### src/rtl/hex_pkg.sv
// Shared definitions for the HEX sweep renderer: digit geometry, active-low
// segment codes, the renderer FSM state type and a column range helper.
package hex_pkg;

   localparam int unsigned NUM_DIGITS = 6;
   localparam int unsigned SEG_W      = 7;
   localparam int unsigned COL_W      = 3;

   typedef logic [SEG_W-1:0] seg_t;

   // Active-low segment patterns, bit 0 = a ... bit 6 = g.
   localparam seg_t BLANK   = 7'h7F;
   localparam seg_t ALL     = 7'h00;
   localparam seg_t TRAIL   = 7'h3F;  // g only
   localparam seg_t HEAD_UP = 7'h79;  // b, c
   localparam seg_t HEAD_DN = 7'h4F;  // e, f
   localparam seg_t ERR     = 7'h06;  // "E"

   typedef enum logic [1:0] {
      IDLE,
      BOUNCE,
      ERROR
   } render_state_t;

   function automatic logic col_legal(input logic [COL_W-1:0] col);
      return col < COL_W'(NUM_DIGITS);
   endfunction

endpackage

### src/rtl/sweep_trail_history.sv
// Trail history: a TRAIL_LEN-deep shift register of previously visited columns.
//   clk_i, reset_ni : clock, asynchronous active-low reset
//   push            : shift in push_col as the newest entry, drop the oldest
//   push_col        : column to record
//   clear           : invalidate every entry (wins over push)
//   hit             : per-digit flag, set when any valid entry names that digit
module sweep_trail_history
   import hex_pkg::*;
#(
   parameter int unsigned TRAIL_LEN = 2
) (
   input  logic                  clk_i,
   input  logic                  reset_ni,
   input  logic                  push,
   input  logic [COL_W-1:0]      push_col,
   input  logic                  clear,
   output logic [NUM_DIGITS-1:0] hit
);

   if (TRAIL_LEN > 0) begin : g_hist
      logic [COL_W-1:0]     hist_col_q [TRAIL_LEN];
      logic [TRAIL_LEN-1:0] hist_vld_q;

      always_ff @(posedge clk_i or negedge reset_ni) begin
         if (!reset_ni) begin
            for (int i = 0; i < int'(TRAIL_LEN); i++) begin
               hist_col_q[i] <= '0;
            end
            hist_vld_q <= '0;
         end else if (clear) begin
            hist_vld_q <= '0;
         end else if (push) begin
            hist_col_q[0] <= push_col;
            hist_vld_q[0] <= 1'b1;
            for (int i = 1; i < int'(TRAIL_LEN); i++) begin
               hist_col_q[i] <= hist_col_q[i-1];
               hist_vld_q[i] <= hist_vld_q[i-1];
            end
         end
      end

      always_comb begin
         hit = '0;
         for (int i = 0; i < int'(TRAIL_LEN); i++) begin
            for (int d = 0; d < int'(NUM_DIGITS); d++) begin
               if (hist_vld_q[i] && (hist_col_q[i] == COL_W'(d))) begin
                  hit[d] = 1'b1;
               end
            end
         end
      end
   end else begin : g_no_hist
      // No storage: nothing is ever drawn as trail.
      logic unused_inputs;
      assign unused_inputs = ^{clk_i, reset_ni, push, push_col, clear};
      assign hit = '0;
   end

endmodule

### src/rtl/hex_sweep_renderer.sv
// Renders the sweep controller's column/direction onto six active-low 7-segment
// digits: direction-dependent head, fading trail, "8" while bouncing, "E" on a
// bad column. Two register stages: inputs -> (col_q, dir_q, FSM, history) -> hex_o.
//   clk_i, reset_ni : clock, asynchronous active-low reset
//   col_i           : active column, legal 0..5
//   direction_i     : 0 = ascending, 1 = descending
//   hex_o           : digit k on hex_o[7k+6:7k], active-low
module hex_sweep_renderer
   import hex_pkg::*;
#(
   parameter int unsigned TRAIL_LEN = 2
) (
   input  logic                          clk_i,
   input  logic                          reset_ni,
   input  logic [COL_W-1:0]              col_i,
   input  logic                          direction_i,
   output logic [NUM_DIGITS*SEG_W-1:0]   hex_o
);

   logic [COL_W-1:0]            col_q;
   logic                        dir_q;
   render_state_t               state_q, state_d;
   logic                        push, clear;
   logic [NUM_DIGITS-1:0]       hit;
   logic [NUM_DIGITS*SEG_W-1:0] hex_d;

   // Stage 1: input register.
   always_ff @(posedge clk_i or negedge reset_ni) begin
      if (!reset_ni) begin
         col_q <= '0;
         dir_q <= 1'b0;
      end else begin
         col_q <= col_i;
         dir_q <= direction_i;
      end
   end

   // Change detection compares the incoming value with col_q/dir_q, so the FSM
   // state and history update on the same edge that col_q/dir_q take the new
   // value. All three are then consistent when the composer reads them.
   always_ff @(posedge clk_i or negedge reset_ni) begin
      if (!reset_ni) begin
         state_q <= IDLE;
      end else begin
         state_q <= state_d;
      end
   end

   always_comb begin
      state_d = state_q;
      if (!col_legal(col_i)) begin
         state_d = ERROR;
      end else if (state_q == ERROR) begin
         state_d = IDLE;
      end else if (col_i != col_q) begin
         // A column change wins over a simultaneous direction change.
         state_d = IDLE;
      end else if (direction_i != dir_q) begin
         state_d = BOUNCE;
      end
   end

   // History control. Leaving ERROR does not push: the column being left is
   // out of range and the trail restarts empty.
   always_comb begin
      push  = 1'b0;
      clear = 1'b0;
      if (!col_legal(col_i)) begin
         clear = 1'b1;
      end else if ((state_q != ERROR) && (col_i != col_q)) begin
         push = 1'b1;
      end
   end

   sweep_trail_history #(
      .TRAIL_LEN (TRAIL_LEN)
   ) u_history (
      .clk_i    (clk_i),
      .reset_ni (reset_ni),
      .push     (push),
      .push_col (col_q),
      .clear    (clear),
      .hit      (hit)
   );

   // Digit composer: error > head > trail > blank.
   always_comb begin
      hex_d = '1;
      for (int d = 0; d < int'(NUM_DIGITS); d++) begin
         if (state_q == ERROR) begin
            hex_d[d*SEG_W +: SEG_W] = ERR;
         end else if (col_q == COL_W'(d)) begin
            if (state_q == BOUNCE) begin
               hex_d[d*SEG_W +: SEG_W] = ALL;
            end else begin
               hex_d[d*SEG_W +: SEG_W] = dir_q ? HEAD_DN : HEAD_UP;
            end
         end else if (hit[d]) begin
            hex_d[d*SEG_W +: SEG_W] = TRAIL;
         end else begin
            hex_d[d*SEG_W +: SEG_W] = BLANK;
         end
      end
   end

   // Stage 2: output register.
   always_ff @(posedge clk_i or negedge reset_ni) begin
      if (!reset_ni) begin
         hex_o <= '1;
      end else begin
         hex_o <= hex_d;
      end
   end

endmodule

### config.mk
export PLATFORM = sky130hd
export DESIGN_NAME = hex_sweep_renderer
export DESIGN_NICKNAME = d
export VERILOG_FILES = /design/src/rtl/hex_pkg.sv /design/src/rtl/sweep_trail_history.sv /design/src/rtl/hex_sweep_renderer.sv
export SDC_FILE = /design/constraint.sdc
export NUM_CORES = 1
export LEC_CHECK = 0
export CORE_MARGIN = 10
export CORE_UTILIZATION = 50
export CTS_CLUSTER_SIZE = 16
export DETAILED_ROUTE_END_ITERATION = 10
export PLACE_DENSITY = 0.83
export RECOVER_POWER = 50
export SYNTH_ARGS = -nofsm -noshare
export SYNTH_HDL_FRONTEND = slang
export SYNTH_SLANG_ARGS = --single-unit
### constraint.sdc
create_clock -name clk_i -period 4.81 [get_ports clk_i]
set_clock_uncertainty 0.15 [all_clocks]
set_input_delay 1.2025 -clock clk_i [delete_from_list [all_inputs] [get_ports clk_i]]
set_output_delay 1.2025 -clock clk_i [all_outputs]
set_load 0.02 [all_outputs]
==> impl_metrics.toml <==
[outcome]
status = "finished with violations"
violations = "capacitance limit, slew limit"

[floorplan]
dieArea_um2 = 6100
rows = 21
die_height_um = 78.1
initial_core_util_pct = 51.0
coreArea_um2 = 3310
ios = 48
die_x_um = 78.1

[clock_network]
path_clk_slew_ns = 0.10
cts_buffers = 5
hold_buffers = 0
cts-root-buf = "clkbuf_4"
htree_levels = 2
cts_tree = "done"
cts_resized = 0
post-cts-setup-buffers = 0
clock-sinks = 38
ctsLongestPathBuffers = 2
clock_latency_ns = 0.34

[min_path]
hold_depth = 2
min_from = "u_history.g_hist.hist_vld_q[0]$_DFFE_PN0P_"
hold_class = "reg -> reg"
hold-path-endpoint = "u_history.g_hist.hist_vld_q[0]$_DFFE_PN0P_"

[pwr]
power_w = 0.000748
p_int_w = 0.000531
pwr-share-clk_pct = 22.2
ir_drop_uv = 189
p_comb_share_pct = 24.4
swShare_pct = 29.1
p_seq_share_pct = 53.3
p_sw_w = 0.000218
p_leak_nw = 0.847
power.density_nw_per_um2 = 356

[worst_setup_path]
crit_chain = "dlygate4sd3_1 -> clkbuf_1"
required_ns = 4.77
slowest_stage = "clkbuf_1"
critical-path-top-delay-family = "buffers and inverters"
startpoint_type = "input port"
crit_type = "in -> async"
end_kind = "asynchronous set/reset pin"
path_buf_inv = 2
critPathMaxStageDelay_ns = 1.33
r2r-end = "u_history.g_hist.hist_col_q[2]$_DFFE_PN0P_"
reg2reg_from = "state_q[1]$_DFFE_PN0P_"
arrival_ns = 3.07
r2r_slack_ns = 2.73
worstPathMaxFanout = 38
worstRegToRegCells = 3

[timing]
fmax_ghz = 0.322
finalMaxSlewViolations = 39
fin_crit_ns = 3.11
fin_setup_tns_ns = 0
hold_viol = 0
rsz0062_at_grt = "no"
fin_crit_sh_pct = 64.6
worst_slew_pin_slew_ns = 1.84
setup_slack_ns = 1.70
final-setup-viol-count = 0
max_slew_margin_pct = -23.0
hold_slack_ns = 0.450

[placement]
place.detailed.hpwl_mm = 2.56
gp_congestion = 0.775
io_buffer_count = 47
preCtsSetupSlack_ns = 1.97
dp.cells = 209

[cells_and_area]
fin_nets = 176
multiInputGateArea_um2 = 520
regArea_um2 = 981
fill_cells = 269
syn_to_final_growth_pct = 24.7
drive_gt1_share_pct = 24.6
finalNonFillerCells = 217
final_cell_mix = "clkdlybuf4s50_1 (42), dfstp_2 (24), a21oi_1 (16), dfrtp_1 (14), nand2_1 (10)"
final_common_cell = "clkdlybuf4s50_1"
n_antenna_cell = 0

[yosys]
synth_fp_nets = 144
ys_ff_latch = 38
yosysUniqueCellTypes = 30
syn-cell-area_um2 = 1690
synthCells = 138
yosysSeqAreaShare_pct = 58.1
syn_avg_cell_area_um2 = 12.2
yosys_warnings = 0

[detailed_routing]
drt_wl_total_mm = 3.29
drtPass1Iterations = 4
viasPerCell = 5.00
drt-initial-drc-count = 59
wl_per_cell_um = 15.2
drc = 0
ant_nets = 0
routed-via-count = 1086

[global_route]
gr-total-overflow = 0
grt_pass1_vias = 1149
antenna_found_initial = 0
grt_pass1_wl_mm = 5.73
grt_start_max_net_pins = 39
groute.usage.overall_pct = 11.6

[flow_run]
cap_violations = 1
-- metal layers --
layer / vias up / routed length [um] / track usage [%] / share of wire, %
li1: 517 / - / - / -
met1: 514 / 1350 / 12.6 / 41
met2: 50 / 1560 / 18.7 / 47
met3: 5 / 322 / 5.81 / 9.8
met4: 0 / 57 / 5.20 / 1.7
met5: - / 0 / 0 / 0
-- synthesized netlist by cell type, drive strengths merged --
master	count	area, um^2
dfstp	24	631
o21a	4	30.0
a21oi	16	80.1
or2	2	12.5
inv	3	11.3
a21o	1	7.51
o21ai	3	15.0
buf	23	175
nor2b	3	18.8
nor2	3	11.3
mux2	5	75.1
xnor2	4	35.0
or3	1	6.26
and3b	2	20.0
nand4b	2	17.5
mux2i	2	20.0
nor4bb	1	10.0
nand3b	2	27.5
dfrtp	14	350
a22oi	2	15.0
o32a	1	10.0
nor3	1	5.00
nand2	10	37.5
a31oi	1	6.26
nor3b	6	45.0
nand3	2	15.0
-- per-stage QoR --
step | util (%) | area [um^2]
detailed placement | 61.9 | 2050
global placement | 61.9 | 2050
CTS | 63.7 | 2110
global route | 63.6 | 2100
floorplan | - | 1690
finish | 63.6 | 2100
-- power groups by stage --
| stage | Combinational (W) | Sequential [W] | Clock, W |
|---|---|---|---|
| after detailed placement | 0.000186 | 0.000405 | 0 |
| after global routing | 0.000198 | 0.000406 | 0.000185 |
| after CTS | 0.000186 | 0.000399 | 0.000173 |
| after floorplan | 0.0000976 | 0.000421 | 0 |
| final | 0.000183 | 0.000399 | 0.000166 |
| after global placement | 0.000183 | 0.000401 | 0 |
-- layout make-up --
type / count / area share [%]
flip-flops and latches: 38 / 46.6
multi-input cells: 74 / 24.7
repair buffers: 48 / 22.5
well taps: 46 / 2.73
clock buffers: 7 / 2.62
inverters: 3 / 0.535
clock inverters: 1 / 0.238
-- how the worst max path moves through the flow --
stage | slack, ns | cells past startpoint | to | start
finish | 1.70 | 2 | col_q[1]$_DFF_PN0_ | reset_ni
detailed placement | 1.97 | 5 | u_history.g_hist.hist_col_q[2]$_DFFE_PN0P_ | col_i[2]
CTS | 1.93 | 1 | hex_o[39] | hex_o[40]$_DFF_PN1_
global placement | 2.02 | 5 | u_history.g_hist.hist_col_q[5]$_DFFE_PN0P_ | col_i[2]
floorplan | 2.55 | 4 | u_history.g_hist.hist_col_q[1]$_DFFE_PN0P_ | col_i[0]
global route | 1.26 | 2 | u_history.g_hist.hist_col_q[4]$_DFFE_PN0P_ | reset_ni
-- worst register-to-register path: stages, from the launching register on --
cell and delay (ns):
dfrtp_1 0.41, nor2b_1 0.73, nand3b_4 0.37, mux2_4 0.32
-- state kept, by name, summed over array words and instances (netlist names) --
name and cells:
u_history.g_hist.hist_vld_q 2, hex_o 24, u_history.g_hist.hist_col_q 6, col_q 3
state_q 2, dir_q 1
-- kinds of logic (layout without fill, tap and decap cells) --
group,after synthesis,in the layout,share of synthesized area [%]
AOI/OAI and AO/OA,28,28,9.71
xor gates and xnor gates,4,4,2.08
buffers and inverters,26,59,11.0
DFF,38,38,58.1
muxes,7,7,5.63
and+or+nand+nor,35,35,13.4
(Power assumes the default switching activity.)
